**src/rtl/zipmmu_pkg.sv**
```systemverilog
// Shared definitions for the zipmmu table loader: sequencer states and
// MMU control-port address field positions.
package zipmmu_pkg;

    typedef enum logic [2:0] {
        ST_IDLE,
        ST_RD,
        ST_WR,
        ST_INV,
        ST_CTX
    } tbl_state_t;

    // Control address layout: {table_sel, idx, vp}; table_sel is the MSB.
    localparam int unsigned MMU_VP_BIT   = 0;
    localparam int unsigned MMU_IDX_LSB  = 1;
    localparam int unsigned MMU_CTX_ADDR = 0;

endpackage

```
**src/rtl/zipmmu_ctlwr.sv**
```systemverilog
// Single-write handshake on the MMU control port. While i_req is high the
// strobe is raised until the slave accepts it (!i_stall), then the block
// waits for i_ack. An ack in the acceptance cycle is legal. The ack clears
// the accepted flag, so a request held high issues back-to-back writes.
module zipmmu_ctlwr (
    input  logic i_clk,
    input  logic i_reset,
    input  logic i_req,
    input  logic i_stall,
    input  logic i_ack,
    output logic o_stb,
    output logic o_ack
);

    logic acc_q, acc_d;

    // Strobe until accepted, then hold off until the acknowledge arrives.
    always_comb begin
        o_stb = i_req & ~acc_q;
        o_ack = i_req & i_ack;
        acc_d = acc_q;
        if (!i_req || i_ack) begin
            acc_d = 1'b0;
        end else if (o_stb && !i_stall) begin
            acc_d = 1'b1;
        end
    end

    // Accepted-strobe flag.
    always_ff @(posedge i_clk) begin
        if (i_reset) begin
            acc_q <= 1'b0;
        end else begin
            acc_q <= acc_d;
        end
    end

endmodule

```
**src/rtl/zipmmu_tblload.sv**
```systemverilog
// Bulk TLB loader: reads {vword, pword} pairs from memory over Wishbone and
// writes them into the zipmmu control port, then writes the context word.
// Optional: ZIPMMU_TBLLOAD_INVAL_EN zeroes the virtual words of the unused
// entries N..2^LGTBL-1 before the context write.
module zipmmu_tblload
    import zipmmu_pkg::*;
#(
    parameter int AW    = 30,
    parameter int LGTBL = 6,
    parameter int CTXW  = 16
) (
    input  logic                i_clk,
    input  logic                i_reset,
    input  logic                i_start,
    input  logic [AW-1:0]       i_base,
    input  logic [LGTBL:0]      i_count,
    input  logic [CTXW-1:0]     i_context,
    output logic                o_busy,
    output logic                o_done,
    output logic                o_err,
    output logic                o_wb_cyc,
    output logic                o_wb_stb,
    output logic [AW-1:0]       o_wb_addr,
    input  logic                i_wb_stall,
    input  logic                i_wb_ack,
    input  logic                i_wb_err,
    input  logic [31:0]         i_wb_data,
    output logic                o_mmu_stb,
    output logic                o_mmu_we,
    output logic [LGTBL+1:0]    o_mmu_addr,
    output logic [31:0]         o_mmu_data,
    input  logic                i_mmu_stall,
    input  logic                i_mmu_ack
);

    localparam int WW = LGTBL + 1;
    localparam logic [WW-1:0] N_MAX = {1'b1, {LGTBL{1'b0}}};

    tbl_state_t        state_q, state_d;
    logic [AW-1:0]     base_q, base_d;
    logic [WW-1:0]     n_q, n_d;
    logic [WW-1:0]     w_q, w_d;
    logic [CTXW-1:0]   ctx_q, ctx_d;
    logic [31:0]       rdata_q, rdata_d;
    logic              rd_acc_q, rd_acc_d;
    logic              done_q, done_d;
    logic              err_q, err_d;

    logic              mmu_req, mmu_ack;
    logic [WW-1:0]     cnt_sat;
    logic [LGTBL-1:0]  idx;
    logic              last_word;

    zipmmu_ctlwr u_ctlwr (
        .i_clk   (i_clk),
        .i_reset (i_reset),
        .i_req   (mmu_req),
        .i_stall (i_mmu_stall),
        .i_ack   (i_mmu_ack),
        .o_stb   (o_mmu_stb),
        .o_ack   (mmu_ack)
    );

    // Output decode from the current state; addresses/data are zero when idle.
    always_comb begin
        idx        = w_q[LGTBL:1];
        mmu_req    = (state_q == ST_WR) || (state_q == ST_INV) || (state_q == ST_CTX);
        o_busy     = (state_q != ST_IDLE);
        o_done     = done_q;
        o_err      = err_q;
        o_wb_cyc   = (state_q == ST_RD) & ~i_wb_err;
        o_wb_stb   = (state_q == ST_RD) & ~rd_acc_q & ~i_wb_err;
        o_wb_addr  = (state_q == ST_RD) ? base_q + AW'(w_q) : '0;
        o_mmu_we   = o_mmu_stb;
        o_mmu_addr = '0;
        o_mmu_data = '0;
        case (state_q)
            ST_WR: begin
                o_mmu_addr[LGTBL+1]             = 1'b1;
                o_mmu_addr[LGTBL:MMU_IDX_LSB]   = idx;
                o_mmu_addr[MMU_VP_BIT]          = w_q[0];
                o_mmu_data                      = rdata_q;
            end
            ST_INV: begin
                o_mmu_addr[LGTBL+1]             = 1'b1;
                o_mmu_addr[LGTBL:MMU_IDX_LSB]   = idx;
            end
            ST_CTX: begin
                o_mmu_addr = (LGTBL+2)'(MMU_CTX_ADDR);
                o_mmu_data = 32'(ctx_q);
            end
            default: ;
        endcase
    end

    // Sequencer next-state: read a word, write it, repeat, then the context.
    always_comb begin
        state_d  = state_q;
        base_d   = base_q;
        n_d      = n_q;
        w_d      = w_q;
        ctx_d    = ctx_q;
        rdata_d  = rdata_q;
        rd_acc_d = rd_acc_q;
        err_d    = err_q;
        done_d   = 1'b0;
        cnt_sat   = (i_count > N_MAX) ? N_MAX : i_count;
        last_word = ({1'b0, w_q} == ({n_q, 1'b0} - (WW+1)'(1)));
        case (state_q)
            ST_IDLE: begin
                if (i_start) begin
                    base_d   = i_base;
                    n_d      = cnt_sat;
                    ctx_d    = i_context;
                    err_d    = 1'b0;
                    w_d      = '0;
                    rd_acc_d = 1'b0;
                    state_d  = (cnt_sat == '0) ? ST_CTX : ST_RD;
                end
            end
            ST_RD: begin
                if (i_wb_err) begin
                    err_d    = 1'b1;
                    rd_acc_d = 1'b0;
                    state_d  = ST_IDLE;
                end else if (i_wb_ack) begin
                    rdata_d  = i_wb_data;
                    rd_acc_d = 1'b0;
                    state_d  = ST_WR;
                end else if (o_wb_stb && !i_wb_stall) begin
                    rd_acc_d = 1'b1;
                end
            end
            ST_WR: begin
                if (mmu_ack) begin
                    if (last_word) begin
`ifdef ZIPMMU_TBLLOAD_INVAL_EN
                        // w+1 = 2N lands on the virtual word of entry N.
                        if (n_q == N_MAX) begin
                            state_d = ST_CTX;
                        end else begin
                            w_d     = w_q + WW'(1);
                            state_d = ST_INV;
                        end
`else
                        state_d = ST_CTX;
`endif
                    end else begin
                        w_d     = w_q + WW'(1);
                        state_d = ST_RD;
                    end
                end
            end
            ST_INV: begin
                if (mmu_ack) begin
                    if (&idx) begin
                        state_d = ST_CTX;
                    end else begin
                        w_d = w_q + WW'(2);
                    end
                end
            end
            ST_CTX: begin
                if (mmu_ack) begin
                    done_d  = 1'b1;
                    state_d = ST_IDLE;
                end
            end
            default: state_d = ST_IDLE;
        endcase
    end

    // State and datapath registers.
    always_ff @(posedge i_clk) begin
        if (i_reset) begin
            state_q  <= ST_IDLE;
            base_q   <= '0;
            n_q      <= '0;
            w_q      <= '0;
            ctx_q    <= '0;
            rdata_q  <= '0;
            rd_acc_q <= 1'b0;
            done_q   <= 1'b0;
            err_q    <= 1'b0;
        end else begin
            state_q  <= state_d;
            base_q   <= base_d;
            n_q      <= n_d;
            w_q      <= w_d;
            ctx_q    <= ctx_d;
            rdata_q  <= rdata_d;
            rd_acc_q <= rd_acc_d;
            done_q   <= done_d;
            err_q    <= err_d;
        end
    end

endmodule

```
**config.mk**
```make
export PLATFORM = sky130hd
export DESIGN_NAME = zipmmu_tblload
export DESIGN_NICKNAME = d
export VERILOG_FILES = /design/src/rtl/zipmmu_pkg.sv /design/src/rtl/zipmmu_ctlwr.sv /design/src/rtl/zipmmu_tblload.sv
export SDC_FILE = /design/constraint.sdc
export NUM_CORES = 1
export LEC_CHECK = 0
export BUFFER_PORTS_ARGS = -buffer_cell sky130_fd_sc_hd__buf_4
export CORE_UTILIZATION = 38
export DETAILED_ROUTE_END_ITERATION = 12
export SLEW_MARGIN = 20
export SYNTH_ARGS = -nofsm -noshare
export SYNTH_HDL_FRONTEND = slang
export SYNTH_SLANG_ARGS = --single-unit
```
**constraint.sdc**
```tcl
create_clock -name i_clk -period 2.3 [get_ports i_clk]
set_clock_uncertainty 0.1 [all_clocks]
set_input_delay 0.115 -clock i_clk [delete_from_list [all_inputs] [get_ports i_clk]]
set_output_delay 0.115 -clock i_clk [all_outputs]
set_load 0.01 [all_outputs]
```
==> metrics.txt <==
Util after Layout=63.3%; Worst IR Drop VDD=0.393 mV; height of the die=121 µm; post-synth top area share=37.0%; row cnt=43; Via density=5.17; Least-Margin Pin Slew=0.639 ns; Synth Cell Area=5360 µm²; dpl cell area=7020 µm²; CTS tree=yes; Clock transition at path regs=0.07 ns; most frequent cells after synthesis=nand2_1, a21oi_1, dfxtp_1, clkbuf_1, nor2_1; First-pass DRT Iterations=5; vias in the first global route=5,777; H-tree depth reported by CTS=3; RSZ-0062 raised after global routing=true; violations in the final reports=setup timing; post-route ant nets=0; nets=1,101; drt wl/cell=15.1 µm; type of origin of the critical path=flop; Post-Synthesis Cells=713; input/output buffers=169; CORE AREA=13,800 µm²; top-count cell post-synth=nand2_1; crit path kind=reg2out; Primary FF master, synth=dfxtp_1; area grow syn2layout=63.3%; GRT Residual Overflow=0; fin crit period=2.64 ns; Max stage delay cell, worst path=fa_2; Synth Register Bits=99; period utilisation layout=115%; Routed WL=17.8 mm; global-route usage over all layers=23.6%; Max Slew Vio Count=0; worst skew pair latency=0.35 ns; Warnings, synthesis=0; HPWL after DPL=11.3 mm; Setup violations, final=24; FILL cells=1,166; CTS root buf=clkbuf_16; syn_nets=817; fraction of synthesis flops using an asynchronous set or reset pin=0%; Inserted Diodes=0; global-route wire length before repair=27.5 mm; largest net degree at the start of global routing=59; FMAX=379 MHz; number of flops mapped to enable cells by yosys=0; initial antenna violation count=0; GPL Wtd Cong=0.911; Top-Level Pins=170; Synth cell types=65; max cap viols=0; Initial Utilization=38.8%; total CTS buffers=9; delay of the slowest critical-path stage=0.36 ns; Clock Path Buffers=2; Leakage=3.58 nW; post-route setup slack=-0.341 ns; DP Worst Slack=-0.0900 ns; crit-path cells=ha_4 -> fa_2 -> a21o_1 -> a21o_1 -> a21oi_2 -> buf_6 -> buf_6 -> nor4_4 -> xnor2_1 -> nor2_1 -> buf_4; layout cells sized above 1=31.5%; status=complete, but fails checks; Synth area leader=dfxtp_1; mean post-synth cell area=7.52 µm²; via count=6,110; Critical Path Fanout Max=6; Non-Filler Cell Area, Final=8760 µm²; Slew HR=57.4%; Die Area=14,600 µm²; CP Data Required Time=2.09 ns; Crit path arrival time=2.43 ns; CP endpoint kind=output port; power per cell area=646 nW/µm²; register area share after synthesis=37.0%; Fin. Hold Viols=0; Remaining DRCs=0; clock tree sinks=99; Hold Crit Class=in2reg; Die Wd=121 µm; Starting DRT DRC Count=387; top cells by area, synth=dfxtp_1, nand2_1, a21oi_1
cells by family after synthesis:
logic type      synth area share [%]
simple gates                    30.7
compound gates                  19.6
flops                           37.0
buf+inv                         5.13
xor+xnor                        3.27
fa+ha+maj                       2.71
mux                             1.70
cell type report:
| type | count | area [µm²] | share of cell area [%] |
|---|---|---|---|
| tap | 180 | 225 | 2.57 |
| sequential | 99 | 1990 | 22.7 |
| multi-input combinational | 548 | 3440 | 39.3 |
| timing repair buffer | 323 | 2740 | 31.3 |
| inverter | 16 | 60.1 | 0.686 |
| clock inverter | 6 | 72.6 | 0.829 |
| clock buffer | 10 | 229 | 2.61 |
worst paths after layout:
kind                            start                  endpoint  slack (ns)  cells after the start
max               w_q[0]$_SDFFE_PP0P_             o_wb_addr[16]       -0.34                     11
min                           i_start    base_q[7]$_SDFFE_PP0P_        0.18                      4
max reg2reg       w_q[5]$_SDFFE_PP0P_       w_q[2]$_SDFFE_PP0P_        0.11                      8
min reg2reg  rdata_q[31]$_SDFFE_PP0P_  rdata_q[31]$_SDFFE_PP0P_        0.35                      2
placed cells by master (no fill, tap or decap), drive strengths merged, types with 10 or more instances in the layout:
cell,netlist,routed
a21oi,111,111
dfxtp,99,99
nor3,14,14
dlygate4sd3,0,91
buf,11,232
nand2b,10,10
nand2,190,190
and2,24,24
clkbuf,39,10
nand3,12,12
a22o,16,16
nor4,16,16
xnor2,12,12
ha,10,10
inv,16,19
nor2,28,28
state kept, by name, summed over array words and instances (netlist names):
| signal | cells |
|---|---|
| ctx_q | 16 |
| rd_acc_q | 1 |
| w_q | 7 |
| o_done | 1 |
| base_q | 30 |
| rdata_q | 32 |
| state_q | 3 |
| u_ctlwr.acc_q | 1 |
| o_err | 1 |
| n_q | 7 |
where the power goes:
part           internal, mW  leakage [nW]  switching, mW  total [mW]
combinational         0.893          2.62           1.11        2.00
clock                 0.860         0.149          0.707        1.57
sequential             1.92         0.809          0.171        2.09
total                  3.67          3.58           1.99        5.66
metrics by stage:
| stage | total power, mW | setup TNS (ns) | hold WS (ns) | cells |
|---|---|---|---|---|
| final | 5.66 | -6.46 | 0.184 | 1182 |
| after detailed placement | 3.85 | -0.607 | 0.234 | 1056 |
| after global placement | 3.80 | -0.181 | 0.226 | 1056 |
| after CTS | 5.58 | -6.54 | 0.160 | 1171 |
| after global routing | 5.98 | -8.54 | 0.192 | 1182 |
| after floorplan | 3.13 | 0 | 0.0981 | 713 |
critical path, delay by kind of cell, from the launching register on:
family / cells / cell delay [ns]
buffers and inverters: 3 / 0.41
xor gates and xnor gates: 1 / 0.15
AOI/OAI and AO/OA: 3 / 0.50
and+or+nand+nor: 2 / 0.16
DFF: 1 / 0.34
adders and majority gates: 2 / 0.52
metal layers:
layer | GRT usage, % | up-vias | routed length [µm]
met2 | 41.1 | 201 | 8710
met1 | 28.5 | 2860 | 7730
met4 | 8.02 | 0 | 261
met5 | 0 | - | 0
li1 | - | 3029 | -
met3 | 5.42 | 20 | 1140
timing repair:
| item | in CTS | in global routing |
|---|---|---|
| resized for setup | 30 | 46 |
| hold buffers | 91 | 0 |
| setup buffers | 5 | 11 |
| hold endpoints to repair | 91 | 0 |
| pin swaps | 27 | 21 |
| cloned | 3 | 0 |
| endpoints found under the setup margin | 61 | 69 |
Note: power is estimated with default switching activity, not from simulation.
